==> config.mk <==
export PLATFORM = sky130hd
export DESIGN_NAME = fetch_ctrl
export DESIGN_NICKNAME = d
export VERILOG_FILES = /design/src/rtl/fetch_ctrl.sv
export SDC_FILE = /design/constraint.sdc
export NUM_CORES = 1
export LEC_CHECK = 0
export BUFFER_PORTS_ARGS = -buffer_cell sky130_fd_sc_hd__buf_2
export CORE_UTILIZATION = 60
export DETAILED_ROUTE_END_ITERATION = 7
export PLACE_DENSITY_LB_ADDON = 0.12
export SYNTH_ARGS = -nofsm -noshare
export SYNTH_HDL_FRONTEND = slang
export SYNTH_SLANG_ARGS = --single-unit
==> constraint.sdc <==
create_clock -name clk -period 6.6 [get_ports clk]
set_clock_uncertainty 0.05 [all_clocks]
set_input_delay 0.66 -clock clk [delete_from_list [all_inputs] [get_ports clk]]
set_output_delay 0.66 -clock clk [all_outputs]
set_load 0.01 [all_outputs]
==> src/rtl/fetch_ctrl.sv <==
// Instruction-fetch sequencer: owns the fetch PC, tracks one in-flight ROM read
// and buffers returned instructions in a 2-entry skid FIFO toward decode.
module fetch_ctrl #(
  parameter int unsigned ADDR_W     = 10,
  parameter logic [31:0] RESET_PC   = 32'h0000_0000,
  parameter int unsigned FIFO_DEPTH = 2
) (
  input  logic              clk,
  input  logic              rst,
  output logic [ADDR_W-1:0] rom_addr,
  input  logic [31:0]       rom_instr,
  input  logic              halt,
  input  logic              redirect_valid,
  input  logic [31:0]       redirect_pc,
  output logic              out_valid,
  input  logic              out_ready,
  output logic [31:0]       out_pc,
  output logic [31:0]       out_instr
);

  localparam logic [2:0] DEPTH = 3'(FIFO_DEPTH);

  logic [31:0] pc_q;
  logic        infl_q;
  logic [31:0] infl_pc_q;
  logic [1:0]  count_q;
  logic        rd_ptr_q;
  logic        wr_ptr_q;
  logic [31:0] fifo_pc_q    [2];
  logic [31:0] fifo_instr_q [2];

  logic        pop;
  logic        push;
  logic        issue;
  logic [2:0]  occ;
  logic [31:0] redir_aligned;

  assign redir_aligned = {redirect_pc[31:2], 2'b00};
  assign out_valid     = (count_q != 2'd0);
  assign pop           = out_valid & out_ready;
  assign push          = infl_q & ~redirect_valid;

  // Credit: entries held plus the read in flight, less what leaves this cycle.
  assign occ   = {1'b0, count_q} + {2'b00, infl_q} - {2'b00, pop};
  assign issue = ~rst & ~halt & (occ < DEPTH);

  assign rom_addr  = redirect_valid ? redirect_pc[ADDR_W+1:2] : pc_q[ADDR_W+1:2];
  assign out_pc    = out_valid ? fifo_pc_q[rd_ptr_q]    : '0;
  assign out_instr = out_valid ? fifo_instr_q[rd_ptr_q] : '0;

  always_ff @(posedge clk) begin
    if (rst) begin
      pc_q      <= RESET_PC;
      infl_q    <= 1'b0;
      infl_pc_q <= '0;
      count_q   <= '0;
      rd_ptr_q  <= 1'b0;
      wr_ptr_q  <= 1'b0;
    end else if (redirect_valid) begin
      // Flush buffered entries and the stale response; restart at the target.
      count_q   <= '0;
      rd_ptr_q  <= 1'b0;
      wr_ptr_q  <= 1'b0;
      infl_pc_q <= redir_aligned;
      infl_q    <= ~halt;
      pc_q      <= halt ? redir_aligned : redir_aligned + 32'd4;
    end else begin
      infl_q <= issue;
      if (issue) begin
        infl_pc_q <= pc_q;
        pc_q      <= pc_q + 32'd4;
      end
      if (push) wr_ptr_q <= ~wr_ptr_q;
      if (pop)  rd_ptr_q <= ~rd_ptr_q;
      count_q <= count_q + {1'b0, push} - {1'b0, pop};
    end
  end

  always_ff @(posedge clk) begin
    if (!rst && push) begin
      fifo_pc_q[wr_ptr_q]    <= infl_pc_q;
      fifo_instr_q[wr_ptr_q] <= rom_instr;
    end
  end

  always_ff @(posedge clk) begin
    if (!rst && push && !pop)
      assert ({1'b0, count_q} < DEPTH)
        else $error("fetch_ctrl skid FIFO overflow");
  end

endmodule
==> metrics.md, run 1 <==
| Metric | Value |
|---|---|
| Result of the run | complete, no violations |
| Layout net count | 950 |
| Wire length on met2 | 8722 um |
| Core utilization of the finished layout | 71.62% |
| CTS clk-pin slew, worst paths | 0.07 ns |
| TritonCTS clock tree | built |
| Post-synthesis cell type count | 55 |
| Capturing element type of the critical path | flop |
| Ratio of total power to cell area | 252.4 nW/um2 |
| Detailed-routing iteration count for the pre-antenna-repair pass | 4 |
| Placeable core region | 13930 um2 |
| Final weighted congestion in routability-driven placement | 0.8600 |
| Worst hold path class | input port to flop |
| Most instantiated flip-flop cell in the synthesis netlist | sky130_fd_sc_hd__edfxtp_1 |
| Initial antenna violation count | 0 |
| Average cell area after synthesis | 11.36 um2 |
| Peak fanout along the critical path | 22 |
| Average wire per standard cell | 17.13 um |
| Arrival time of the worst setup path | 3.70 ns |
| Time the final worst path needs with I/O delays and setup | 3.422 ns |
| Via count of the first global-routing pass | 5629 |
| Top-level port count | 144 |
| Sum Neg Setup Slack | 0 ns |
| WL final | 18330 um |
| Layout filler cell count | 978 |
| Cells after synthesis | 760 |
| Syn Std Cell Area | 8632 um2 |
| Setup crit start kind | flop |
| Clock buffers created by TritonCTS | 17 |
| Relative slew slack | 24.85% |
| Area Overhead vs Synth | 15.61% |
| Fraction of power spent switching nets | 22.20% |
| Worst Max-Slew Pin Slew | 1.117 ns |
| First-pass GRT wire length | 28630 um |
| Number of synthesized register bits | 190 |
| Most frequent cells in the layout | sky130_fd_sc_hd__buf_2 (139), sky130_fd_sc_hd__edfxtp_1 (124), sky130_fd_sc_hd__nor2_1 (110), sky130_fd_sc_hd__mux2i_1 (66), sky130_fd_sc_hd__dfxtp_1 (65) |
| Die Height | 121.9 um |
| Detailed Place HPWL | 12210 um |
| Count of max-cap constraint violations | 0 |
| Width of the die | 121.9 um |
| Uppermost routed layer | met4 |
| Clock share of power | 40.0% |
| Highest attainable clock frequency | 292.2 MHz |
| Most common library cell in the layout ignoring fill and taps | sky130_fd_sc_hd__buf_2 |
| Leakage component of the power | 3.583 nW |
| Number of slew-limit violations in the final report | 0 |
| Latest clock arrival within the worst-skew pair | 0.42 ns |
| Number of buffers inserted for hold repair after clock tree synthesis | 0 |
| Largest net degree at the start of global routing | 65 |
| Aggregate global-route resource usage | 25.08% |
| Setup-failing EPs final | 0 |
| FP Rows | 43 |
| Residual antenna-violating net count after detailed routing | 0 |
| Maximum buffer depth of the clock tree | 2 |
| Final Hold Vio Count | 0 |
| Vias post-DR | 6138 |
| Clk root buf | sky130_fd_sc_hd__clkbuf_16 |
| Antenna cell count | 0 |
| Share of power burned in combinational logic | 7.1% |
| Total die area | 14870 um2 |
| Worst VDD drop | 0.1838 mV |
| Ratio of cells with drive above 1 in the final layout | 23.26% |
| Internal power consumption | 1.960 mW |
| Yosys warns | 0 |
| Total overflow reported by the global router | 0 |
| Buffers inserted during post-CTS setup optimization | 0 |
| DRT met1 WL | 8243 um |
| Number of synthesized flops with an enable pin | 124 |
| Class of the most critical setup path | flop to flop |
| Worst hold margin | 0.3696 ns |
| Final critical-path share of the clock period | 51.85% |
| Cts repair resizes | 0 |
| Number of levels in the clock H-tree | 4 |
| # DRC | 0 |
| Sequential cell area fraction in the yosys report | 58.44% |
| Critical path required time | 6.88 ns |
| Number of sinks handled by clock tree synthesis | 190 |
| Met3 wirelength from detailed routing | 1092 um |
| RSZ-0062 raised after global routing | false |
| Async set or reset register ratio after synthesis | 0% |
| Net switching power of the design | 0.5591 mW |
| Initial core utilization | 61.95% |
| Number of DRC markers after the initial detailed-route iteration | 540 |
| Number of vias per cell after detailed routing | 5.736 |
| Seq pwr share | 52.9% |
| Count of port buffers added during placement | 139 |
## worst max-delay path, cell delays in order (launching register included)
cell                       delay (ns)
sky130_fd_sc_hd__dfxtp_1         0.50
sky130_fd_sc_hd__nand2_1         0.09
sky130_fd_sc_hd__nor2_1          0.19
sky130_fd_sc_hd__o21ai_0         0.16
sky130_fd_sc_hd__fa_1            0.40
sky130_fd_sc_hd__xnor2_1         0.21
sky130_fd_sc_hd__buf_4           0.30
sky130_fd_sc_hd__nand2_1         0.18
sky130_fd_sc_hd__or4b_1          0.58
sky130_fd_sc_hd__or3_1           0.39
sky130_fd_sc_hd__a311oi_1        0.27
## flip-flops by register name (all words and copies together) (netlist names), named ones only
signal / flops
count_q: 2
pc_q: 30
rd_ptr_q: 1
infl_q: 1
wr_ptr_q: 1
infl_pc_q: 30
fifo_instr_q: 64
fifo_pc_q: 60
## kinds of logic (layout without fill, tap and decap cells)
kind of cell             Yosys count  after routing  synth area share [%]
XOR/XNOR                          52             52                 5.276
other                              1              2               0.04344
AO/OA/AOI/OAI                     79             79                 6.262
AND/OR/NAND/NOR                  295            295                 16.54
buffers and inverters             59            188                 3.290
flip-flops                       190            190                 58.44
multiplexers                      80             80                 9.480
adder cells (fa/ha/maj)            4              4                0.6668
## worst paths after layout
path                               startpoint                 end  slack, ns  cells past startpoint
worst min register to register  infl_pc_q[18]    fifo_pc_q[0][18]       0.41                      0
worst min-delay path             rom_instr[6]  fifo_instr_q[1][6]       0.37                      1
worst max-delay path               count_q[1]            pc_q[26]       3.18                     10
worst max register to register     count_q[1]            pc_q[26]       3.18                     10
## cell usage after synthesis (all sizes together) (4+ instances only)
cell type	number	area (um2)
or3	4	26.28
and3	4	25.02
nor3	28	140.1
nor2b	4	25.02
a21oi	19	98.85
mux2i	66	660.6
clkbuf	37	178.9
and4	9	82.58
and2	5	31.28
buf	12	62.56
nand4	14	100.1
o21ai	10	50.05
a311oi	17	148.9
nor4	12	75.07
nand3	33	165.2
nand2	54	202.7
dfxtp	66	1321
nor2	112	420.4
a211oi	14	105.1
xor2	10	87.58
mux2	14	157.7
o22ai	9	56.30
xnor2	42	367.9
inv	9	33.78
edfxtp	124	3724
## power groups by stage
stage / clock network, mW / registers [mW] / logic [mW]
after floorplan: 0 / 1.35 / 0.116
after global placement: 0 / 1.35 / 0.172
after detailed placement: 0 / 1.36 / 0.176
after CTS: 1.02 / 1.33 / 0.178
after global routing: 1.06 / 1.34 / 0.198
final: 1.01 / 1.33 / 0.179
## routing by layer
layer / track usage, % / vias up
li1: - / 3014
met1: 35.20 / 2906
met2: 39.09 / 196
met3: 4.307 / 22
met4: 9.336 / 0
met5: 0 / -
## stage by stage
stage          setup slack, ns  cells  instance area (um2)  power [mW]
2_1_floorplan            2.094    761                 8636       1.462
3_5_place_dp             2.971   1038                 9387       1.534
6_report                 3.178   1070                 9980       2.519
3_3_place_gp             3.132   1038                 9387       1.526
5_1_grt                  2.931   1070                 9980       2.597
4_1_cts                  3.190   1070                 9980       2.526
## cell type report
type	instances	area, um2	share of cell area (%)
inverters	9	33.78	0.3385
flip-flops and latches	190	5049	50.59
multi-input cells	512	3323	33.30
repair buffers	147	755.7	7.573
clock inverters	9	82.58	0.8275
clock buffers	23	510.5	5.115
well taps	180	225.2	2.257
(Power assumes the default switching activity.)
==> inputs of run 2 (changes only) <==
ABC_AREA = 1   (was unset)
CORE_UTILIZATION = 57   (was 60)
clock period = 3.5 ns   (was 6.6 ns; I/O delays follow)
==> metrics.md, run 2 <==
| Metric | Value |
|---|---|
| Result of the run | complete, no violations |
| FP Rows | 46 |
| Most instantiated flip-flop cell in the synthesis netlist | sky130_fd_sc_hd__edfxtp_1 |
| Number of synthesized register bits | 190 |
| Latest clock arrival within the worst-skew pair | 0.43 ns |
| # DRC | 0 |
| First-pass GRT wire length | 35800 um |
| Storage cell area | 5046 um2 |
| Average wire per standard cell | 15.80 um |
| Die Height | 129.5 um |
| Number of sinks handled by clock tree synthesis | 190 |
| Area share of and/or/nand/nor cells after synthesis | 27.11% |
| Detailed Place HPWL | 16240 um |
| Final Hold Vio Count | 0 |
| Post-Synth XOR/XNOR Area | 0.9456% |
| Average cell area after synthesis | 8.190 um2 |
| Antenna cell count | 0 |
| Ratio of cells with drive above 1 in the final layout | 16.19% |
| Setup-failing EPs final | 0 |
| Width of the die | 129.5 um |
| Placeable core region | 15890 um2 |
| Clock share of power | 38.9% |
| Number of synthesized flops with an enable pin | 124 |
| Clk root buf | sky130_fd_sc_hd__clkbuf_16 |
| Clock buffers created by TritonCTS | 17 |
| Syn Std Cell Area | 9263 um2 |
| Seq pwr share | 52.4% |
| Leakage component of the power | 4.540 nW |
| Largest cells by area after synthesis | sky130_fd_sc_hd__edfxtp_1 (40%), sky130_fd_sc_hd__nand2_1 (15%), sky130_fd_sc_hd__dfxtp_1 (14%), sky130_fd_sc_hd__a21oi_1 (5.1%), sky130_fd_sc_hd__nor2_1 (4.3%) |
| CTS clk-pin slew, worst paths | 0.07 ns |
| Internal power consumption | 3.593 mW |
| Count of max-cap constraint violations | 0 |
| Initial antenna violation count | 0 |
| Worst Max-Slew Pin Slew | 0.7560 ns |
| Setup crit start kind | flop |
| Largest register FFs | 64 |
| Total overflow reported by the global router | 0 |
| Number of vias per cell after detailed routing | 5.469 |
| Total die area | 16760 um2 |
| Arrival time of the worst setup path | 3.45 ns |
| Share of Yosys cell area claimed by the top area cell type | 40.20% |
| Fraction of the mapped netlist area in adder cells | 0.6214% |
| Number of DRC markers after the initial detailed-route iteration | 764 |
| Post-synthesis cell type count | 39 |
| Relative slew slack | 49.21% |
| Number of slew-limit violations in the final report | 0 |
| Portion of netlist area occupied by mux cells | 0% |
| Fin area | 10710 um2 |
| Cell count of the worst hold path | 1 |
| Capturing element type of the critical path | flop |
| Aggregate global-route resource usage | 28.09% |
| WL final | 23420 um |
| Area Overhead vs Synth | 15.67% |
| Residual antenna-violating net count after detailed routing | 0 |
| Most frequent cells after synthesis | sky130_fd_sc_hd__nand2_1 (372), sky130_fd_sc_hd__edfxtp_1 (124), sky130_fd_sc_hd__nor2_1 (107) |
| Highest attainable clock frequency | 318.1 MHz |
| Maximum buffer depth of the clock tree | 2 |
| Vias post-DR | 8105 |
| Final critical-path share of the clock period | 89.83% |
| RSZ-0062 raised after global routing | false |
| Number of levels in the clock H-tree | 4 |
| Largest registers | fifo_instr_q x64, fifo_pc_q x60 |
| Worst VDD drop | 0.3292 mV |
| Ratio of total power to cell area | 447.8 nW/um2 |
| Most frequent cells in the layout | sky130_fd_sc_hd__nand2_1 (372), sky130_fd_sc_hd__buf_2 (139), sky130_fd_sc_hd__edfxtp_1 (124), sky130_fd_sc_hd__nor2_1 (105), sky130_fd_sc_hd__a21oi_1 (94) |
| Initial core utilization | 58.31% |
| Async set or reset register ratio after synthesis | 0% |
| TritonCTS clock tree | built |
| Total power after layout | 4.798 mW |
| Share of power burned in combinational logic | 8.7% |
| Time the final worst path needs with I/O delays and setup | 3.144 ns |
| Critical path required time | 3.80 ns |
| Yosys warns | 0 |
| Sum Neg Setup Slack | 0 ns |
| Cells after synthesis | 1131 |
| Fraction of power spent switching nets | 25.11% |
| Largest net degree at the start of global routing | 63 |
| Worst hold path class | input port to flop |
| Cell area reported after detailed placement | 10140 um2 |
| Net switching power of the design | 1.205 mW |
| Top-level port count | 144 |
| Area fraction in compound gates after synthesis | 10.20% |
| Count of port buffers added during placement | 139 |
| Detailed-routing iteration count for the pre-antenna-repair pass | 6 |
| Layout filler cell count | 1371 |
| Final weighted congestion in routability-driven placement | 0.9809 |
| Most area-hungry cell type in the Yosys netlist | sky130_fd_sc_hd__edfxtp_1 |
| Worst Reg-to-Reg Cells | 17 |
| Buffers inserted during post-CTS setup optimization | 0 |
| Layout net count | 1327 |
| Most common library cell in the layout ignoring fill and taps | sky130_fd_sc_hd__nand2_1 |
| Peak fanout along the critical path | 40 |
| Sequential cell area fraction in the yosys report | 54.46% |
| Via count of the first global-routing pass | 7112 |
| Worst slack, placed | 0.3499 ns |
| Combined area of the multi-input logic cells | 3635 um2 |
| Top register by number of flip-flops | fifo_instr_q |
| Worst setup margin | 0.3560 ns |
| Combinational family with the most area after synthesis | simple AND/OR/NAND/NOR gates |
| Most used standard cell by instance count after synthesis | sky130_fd_sc_hd__nand2_1 |
| Class of the most critical setup path | flop to flop |
[run 2: changes by cell type in the layout (fill, tap and decap cells not counted), sizes merged, moves of 14 or more]
| cell | previous run | this run |
|---|---|---|
| xnor2 | 42 | 3 |
| nand2 | 54 | 373 |
| a21oi | 19 | 94 |
| o21ai | 10 | 47 |
| a311oi | 17 | 0 |
| mux2 | 14 | 0 |
| mux2i | 66 | 0 |
| inv | 9 | 105 |
| nand3 | 33 | 74 |
[run 2: logic make-up (layout without fill, tap and decap cells)]
logic type / Yosys count / in the layout
xor gates and xnor gates: 10 / 10
and+or+nand+nor: 605 / 605
AOI/OAI and AO/OA: 173 / 173
adders and majority gates: 4 / 4
other: 1 / 2
DFF: 190 / 190
buffers and inverters: 148 / 282
[run 2: worst paths after layout]
| check | from | end | slack (ns) |
|---|---|---|---|
| worst min register to register | infl_pc_q[8] | fifo_pc_q[0][8] | 0.40 |
| worst min-delay path | rom_instr[6] | fifo_instr_q[0][6] | 0.05 |
| worst max register to register | count_q[1] | pc_q[11] | 0.36 |
| worst max-delay path | count_q[1] | pc_q[11] | 0.36 |
[run 2: routing by layer]
layer  global-route usage [%]  vias to the layer above  routed length [um]
met4                    11.35                        0                 510
met1                    37.02                     3686                9883
met3                    5.739                       45                2139
met2                    45.54                      371               10890
met5                        0                        -                   0
li1                         -                     4003                   -
[run 2: power by group through the flow]
stage | Clock (mW) | Sequential [mW] | Combinational [mW]
floorplan | 0 | 2.54 | 0.265
global route | 1.98 | 2.52 | 0.463
global placement | 0 | 2.56 | 0.402
CTS | 1.90 | 2.51 | 0.411
finish | 1.87 | 2.51 | 0.418
detailed placement | 0 | 2.56 | 0.409
[run 2: area by class of cell]
| class | instances | share of cell area, % |
|---|---|---|
| Sequential cell | 190 | 47.10 |
| Tap cell | 216 | 2.522 |
| Timing Repair Buffer | 152 | 7.521 |
| Inverter | 99 | 3.562 |
| Clock buffer | 17 | 3.971 |
| Multi-Input combinational cell | 794 | 33.93 |
| Clock inverter | 14 | 1.401 |
[run 2: stage by stage]
step | std cells | hold slack, ns | util (%)
6_report | 1482 | 0.04604 | 67.45
3_3_place_gp | 1451 | 0.3819 | 63.81
3_5_place_dp | 1451 | 0.3871 | 63.81
4_1_cts | 1482 | 0.03617 | 67.43
2_1_floorplan | 1132 | 0.3691 | -
5_1_grt | 1482 | 0.03869 | 67.45
[run 2: critical path, stage by stage (launching register included)]
cell and delay, ns:
sky130_fd_sc_hd__dfxtp_1 0.48, sky130_fd_sc_hd__nor2_4 0.07, sky130_fd_sc_hd__inv_1 0.07, sky130_fd_sc_hd__nand2_1 0.09, sky130_fd_sc_hd__inv_1 0.08, sky130_fd_sc_hd__nand2_1 0.06
sky130_fd_sc_hd__o21ai_0 0.08, sky130_fd_sc_hd__nand2_1 0.10, sky130_fd_sc_hd__fa_1 0.49, sky130_fd_sc_hd__a21boi_0 0.32, sky130_fd_sc_hd__nand2_4 0.15, sky130_fd_sc_hd__inv_6 0.13
sky130_fd_sc_hd__nor2_8 0.08, sky130_fd_sc_hd__inv_6 0.29, sky130_fd_sc_hd__o21ai_0 0.15, sky130_fd_sc_hd__a21oi_1 0.14, sky130_fd_sc_hd__nand2_1 0.07, sky130_fd_sc_hd__a21oi_1 0.14
[run 2: timing repair]
action | in CTS | in global routing
endpoints found under the hold margin | 0 | 0
hold buffers | 0 | 0
setup endpoints to repair | 0 | 1
resized for setup | 0 | 1
